==> src/rtl/mmio_bus_arbiter.sv <==
// Two-master arbiter in front of the FPro MMIO bus.
// Each transaction is latched, issued as a single registered bus strobe and
// acknowledged one cycle later with the captured read data. Grants alternate
// (or favour M0 when FIXED_PRIO=1), and a master that latches lock=1 keeps
// the bus for its follow-up transaction so read-modify-write stays atomic.
module mmio_bus_arbiter #(
  parameter int FIXED_PRIO = 0,
  parameter int AW = 21,
  parameter int DW = 32
) (
  input  logic          clk,
  input  logic          reset,
  input  logic          m0_req,
  input  logic          m0_rd,
  input  logic          m0_wr,
  input  logic          m0_lock,
  input  logic [AW-1:0] m0_addr,
  input  logic [DW-1:0] m0_wr_data,
  output logic          m0_ack,
  output logic          m0_err,
  output logic [DW-1:0] m0_rd_data,
  input  logic          m1_req,
  input  logic          m1_rd,
  input  logic          m1_wr,
  input  logic          m1_lock,
  input  logic [AW-1:0] m1_addr,
  input  logic [DW-1:0] m1_wr_data,
  output logic          m1_ack,
  output logic          m1_err,
  output logic [DW-1:0] m1_rd_data,
  output logic          mmio_cs,
  output logic          mmio_rd,
  output logic          mmio_wr,
  output logic [AW-1:0] mmio_addr,
  output logic [DW-1:0] mmio_wr_data,
  input  logic [DW-1:0] mmio_rd_data,
  output logic          owner
);

  typedef enum logic [1:0] {IDLE, ISSUE, ACK, LOCKED} state_t;

  state_t  state_reg;
  logic    rr_prefer_reg;   // master preferred on a simultaneous request
  logic    lat_rd_reg;
  logic    lat_wr_reg;
  logic    lat_lock_reg;

  logic          grant_valid;
  logic          grant_sel;
  logic          sel_rd;
  logic          sel_wr;
  logic          sel_lock;
  logic [AW-1:0] sel_addr;
  logic [DW-1:0] sel_wr_data;
  logic          owner_lock_now;
  logic          issue_legal;
  logic [DW-1:0] issue_data;

  // Arbitration: who may start a transaction this cycle
  always_comb begin
    grant_valid = 1'b0;
    grant_sel   = 1'b0;
    case (state_reg)
      IDLE: begin
        grant_valid = m0_req | m1_req;
        if (m0_req && m1_req)
          grant_sel = (FIXED_PRIO != 0) ? 1'b0 : rr_prefer_reg;
        else
          grant_sel = m1_req;
      end
      LOCKED: begin
        // Only the lock holder is looked at; the other master waits
        grant_sel   = owner;
        grant_valid = owner ? m1_req : m0_req;
      end
      default: ;
    endcase
  end

  // Command mux for the selected master and data for the completion
  always_comb begin
    sel_rd         = grant_sel ? m1_rd      : m0_rd;
    sel_wr         = grant_sel ? m1_wr      : m0_wr;
    sel_lock       = grant_sel ? m1_lock    : m0_lock;
    sel_addr       = grant_sel ? m1_addr    : m0_addr;
    sel_wr_data    = grant_sel ? m1_wr_data : m0_wr_data;
    owner_lock_now = owner ? m1_lock : m0_lock;
    issue_legal    = lat_rd_reg ^ lat_wr_reg;
    issue_data     = (issue_legal && lat_rd_reg) ? mmio_rd_data : '0;
  end

  // Arbiter FSM with all bus and completion outputs registered
  always_ff @(posedge clk) begin
    if (!reset) begin
      state_reg     <= IDLE;
      rr_prefer_reg <= 1'b0;
      lat_rd_reg    <= 1'b0;
      lat_wr_reg    <= 1'b0;
      lat_lock_reg  <= 1'b0;
      owner         <= 1'b0;
      mmio_cs       <= 1'b0;
      mmio_rd       <= 1'b0;
      mmio_wr       <= 1'b0;
      mmio_addr     <= '0;
      mmio_wr_data  <= '0;
      m0_ack        <= 1'b0;
      m0_err        <= 1'b0;
      m0_rd_data    <= '0;
      m1_ack        <= 1'b0;
      m1_err        <= 1'b0;
      m1_rd_data    <= '0;
    end else begin
      case (state_reg)
        IDLE, LOCKED: begin
          if (grant_valid) begin
            owner        <= grant_sel;
            lat_rd_reg   <= sel_rd;
            lat_wr_reg   <= sel_wr;
            lat_lock_reg <= sel_lock;
            mmio_addr    <= sel_addr;
            mmio_wr_data <= sel_wr_data;
            // An illegal command never reaches the bus
            mmio_cs      <= sel_rd ^ sel_wr;
            mmio_rd      <= sel_rd & ~sel_wr;
            mmio_wr      <= sel_wr & ~sel_rd;
            state_reg    <= ISSUE;
          end else if (state_reg == LOCKED && !owner_lock_now) begin
            state_reg <= IDLE;
          end
        end
        ISSUE: begin
          mmio_cs <= 1'b0;
          mmio_rd <= 1'b0;
          mmio_wr <= 1'b0;
          if (owner) begin
            m1_ack     <= 1'b1;
            m1_err     <= ~issue_legal;
            m1_rd_data <= issue_data;
          end else begin
            m0_ack     <= 1'b1;
            m0_err     <= ~issue_legal;
            m0_rd_data <= issue_data;
          end
          state_reg <= ACK;
        end
        ACK: begin
          m0_ack        <= 1'b0;
          m0_err        <= 1'b0;
          m0_rd_data    <= '0;
          m1_ack        <= 1'b0;
          m1_err        <= 1'b0;
          m1_rd_data    <= '0;
          rr_prefer_reg <= ~owner;
          state_reg     <= lat_lock_reg ? LOCKED : IDLE;
        end
        default: state_reg <= IDLE;
      endcase
    end
  end

endmodule

==> config.mk <==
export PLATFORM = sky130hd
export DESIGN_NAME = mmio_bus_arbiter
export DESIGN_NICKNAME = d
export VERILOG_FILES = /design/src/rtl/mmio_bus_arbiter.sv
export SDC_FILE = /design/constraint.sdc
export NUM_CORES = 1
export LEC_CHECK = 0
export CORE_MARGIN = 2
export CORE_UTILIZATION = 37
export DETAILED_ROUTE_END_ITERATION = 16
export MAX_ROUTING_LAYER = met4
export PLACE_DENSITY = 0.81
export SKIP_LAST_GASP = 1
export SYNTH_ARGS = -nofsm -noshare
export SYNTH_HDL_FRONTEND = slang
export SYNTH_SLANG_ARGS = --single-unit
==> constraint.sdc <==
create_clock -name clk -period 1.9 [get_ports clk]
set_input_delay 0.19 -clock clk [delete_from_list [all_inputs] [get_ports clk]]
set_output_delay 0.19 -clock clk [all_outputs]
set_load 0.01 [all_outputs]
==> results of run 1 <==
per-layer routing:
metal	wire, um	track usage, %
met5	0	-
met2	10400	41.3
met1	8190	28.8
met3	1690	6.57
met4	444	9.89
worst register-to-register path, stage by stage, from the launching register on:
cell and delay (ns):
dfxtp_2 0.33, buf_6 0.12, ha_4 0.16, buf_6 0.12
and2b_2 0.21, a22oi_4 0.19, buf_12 0.19, buf_6 0.11
clkbuf_16 0.14, nor3_4 0.04, nor4_1 0.23
report_power, final:
group | internal (mW) | switching, mW | total [mW]
Sequential | 3.30 | 0.291 | 3.59
Combinational | 2.84 | 3.04 | 5.88
Clock | 2.21 | 1.28 | 3.49
Total | 8.35 | 4.62 | 13.0
final cells by class:
cell class	count	area share, %
Clock inverter	15	2.10
Timing Repair Buffer	326	35.4
Tap cell	188	2.41
Clock buffer	17	4.36
Sequential cell	131	26.9
Inverter	7	0.295
Multi-Input combinational cell	483	28.5
cell usage in the layout (no fill, tap or decap), types with 3 or more instances in the layout:
cell / count
nor4_1: 92
nor3_2: 5
ha_1: 4
buf_4: 27
dfxtp_1: 129
buf_12: 15
clkbuf_16: 22
buf_6: 4
bufinv_16: 4
nor3_1: 47
clkinvlp_4: 3
clkinv_4: 3
nand2_1: 76
inv_1: 4
ha_4: 3
o21a_1: 3
nand3_1: 68
nand4_1: 4
nor2_1: 52
inv_6: 3
a21oi_1: 75
nor4_2: 14
nor2_2: 6
clkdlybuf4s50_1: 272
o21ai_0: 4
path summary, 6_finish.rpt:
kind | start | end | slack [ns] | depth (start not counted)
worst max-delay path | state_reg[0]$_SDFFE_PN0P_ | mmio_wr_data[12]$_SDFFE_PN0P_ | -0.02 | 10
worst min-delay path | m1_lock | lat_lock_reg$_SDFFE_PN0P_ | 0.36 | 3
worst max register to register | state_reg[0]$_SDFFE_PN0P_ | mmio_wr_data[12]$_SDFFE_PN0P_ | -0.02 | 10
worst min register to register | m1_rd_data[3]$_SDFFE_PN0P_ | m1_rd_data[3]$_SDFFE_PN0P_ | 0.45 | 2
through the flow:
stage	utilization, %	worst slack [ns]	power, mW
CTS	63.2	-0.0403	12.5
floorplan	-	0.0170	6.32
detailed placement	57.8	-0.187	8.50
global route	64.9	-0.128	13.6
global placement	57.8	-0.132	8.41
finish	64.9	-0.0232	13.0
cells by family (layout without fill, tap and decap cells):
| group | after synthesis | after routing | synth area share, % |
|---|---|---|---|
| buffers and inverters | 79 | 365 | 7.38 |
| AO/OA/AOI/OAI | 97 | 97 | 9.51 |
| multiplexers | 6 | 6 | 1.20 |
| AND/OR/NAND/NOR | 373 | 373 | 33.9 |
| adder cells (fa/ha/maj) | 7 | 7 | 1.55 |
| flip-flops | 131 | 131 | 46.5 |
what timing repair did:
action | in CTS | in global routing
setup buffers | 5 | 6
pin swaps | 3 | 8
setup endpoints to repair | 26 | 85
resized for setup | 13 | 34
cloned | 3 | 6
==> flow_summary_export.csv, run 1 <==
group,metric,value,unit
outcome,status,"finished with violations",
outcome,violations,"setup timing",
global_route,antenna_found_initial,0,
global_route,track_usage,24.9,%
clocking,clk_latency,0.41,ns
route,drtIter0Drc,404,
logic_synthesis,async_reset_ff_share,0,%
cells_and_area,finalNonFillerCells,1167,
timing,fmax,0.520,GHz
logic_synthesis,syn_nets,848,
cells_and_area,regArea,2630,sq um
timing,period_share,101,%
logic_synthesis,ys.flop_type,"dfxtp_1",
die,dieArea,16300,sq um
logic_synthesis,yosys-top-cells-area,"dfxtp_1 46%, nor4_1 11%, a21oi_1 6.6%",
global_route,grt_max_degree,69,
timing,maxSlewViolCount,0,
cells_and_area,antenna_cells,0,
cells_and_area,multi_input_area,2780,sq um
clocking,clock_path_buffers,2,
critical_path,max_stage_delay,0.33,ns
clocking,cts_tree,"yes",
timing,skew,0.00857,ns
critical_path,critPathTopFamily,"buffers and inverters",
timing,worst_slew_pin_slew,0.437,ns
run,cap_viol_max_count,0,
timing,hold_viol_final,0,
logic_synthesis,synth_common_cells,"131 x dfxtp_1, 95 x nor4_1, 76 x nand2_1",
timing,setup-violations-final,9,
placement,dp.cells,1119,
critical_path,crit_path_end_kind,"flop",
timing,setup_tns,-0.139,ns
global_route,grt_pass1_wl,31200,um
cells_and_area,nets,1121,
critical_path,cp_cell_sequence,"buf_6 > ha_4 > buf_6 > and2b_2 > a22oi_4 > buf_12 > buf_6 > clkbuf_16 > nor3_4 > nor4_1",
clocking,clkTransAtPathRegs,0.06,ns
critical_path,crit_required,2.22,ns
placement,dp_hpwl,13200,um
cells_and_area,largestRegisters,"m0_rd_data: 32 flops, m1_rd_data: 32 flops, mmio_wr_data: 32 flops",
route,firstDrtPassIters,5,
critical_path,cp.arrival,2.25,ns
placement,portBuffers,272,
global_route,grt_overflow,0,
timing,rsz0062_at_grt,"true",
die,design.core.area,15000,sq um
logic_synthesis,ys_warn_count,0,
logic_synthesis,yosys.cell_types.count,36,
cells_and_area,fillers,1227,
route,wl,20700,um
min_path,hp-class,"in2reg",
logic_synthesis,synth_top_area_share,46.5,%
clocking,cts_root_buf,"clkbuf_16",
clocking,cts_buffers,17,
placement,gp_congestion,0.836,
critical_path,startpoint_type,"flop",
critical_path,cp_slowest_cell,"dfxtp_2",
global_route,grt_pass1_vias,6173,
route,wire_per_inst,17.7,um
cells_and_area,stdcell_area,9750,sq um
die,num_rows,45,
timing,fin_crit,1.92,ns
placement,post_dp_cell_area,8690,sq um
logic_synthesis,yosysSeqAreaShare,46.5,%
route,vias,6391,
die,start_util,37.6,%
critical_path,critPathMostFrequentCell,"buf_6",
timing,relSlewSlack,70.8,%
logic_synthesis,synth_edf_count,0,
logic_synthesis,synth-seq-cells,131,
logic_synthesis,netlist_instances,693,
timing,fin_ws,-0.0232,ns
power,p_leak,3.40,nW
critical_path,path_class,"reg2reg",
route,viasPerCell,5.48,
clocking,clock_sinks,131,
cells_and_area,area_growth,72.8,%
power,peakVddDrop,0.000753,V
timing,timing.hold.ws,0.364,ns
route,drc,0,
die,die_h,128,um
critical_path,cp_num_buf_inv,5,
logic_synthesis,synth_most_common_cell,"dfxtp_1",
logic_synthesis,yosys.area.top_type,"dfxtp_1",
power,power_density,1330,nW/um^2
clocking,cts_hold_buffers,0,
critical_path,crit_fanout,8,
clocking,cts_max_level,4,
cells_and_area,drive_gt1_share,13.8,%
logic_synthesis,syn_area_per_cell,8.15,sq um
die,die_w,128,um
logic_synthesis,syn_area,5650,sq um
route,drtAntennaViolNets,0,
die,io_pins,273,
No activity file was read; power rests on OpenSTA's default activity.
==> run 2, diff against run 1 <==
--- a/config.mk
+++ b/config.mk
@@ -7,6 +7,7 @@
 export LEC_CHECK = 0
 export CORE_MARGIN = 2
 export CORE_UTILIZATION = 37
+export CTS_CLUSTER_SIZE = 20
 export DETAILED_ROUTE_END_ITERATION = 16
 export MAX_ROUTING_LAYER = met4
 export PLACE_DENSITY = 0.81
==> results of run 2 <==
The final DEF is identical to that of run 1; final timing and power are the same.
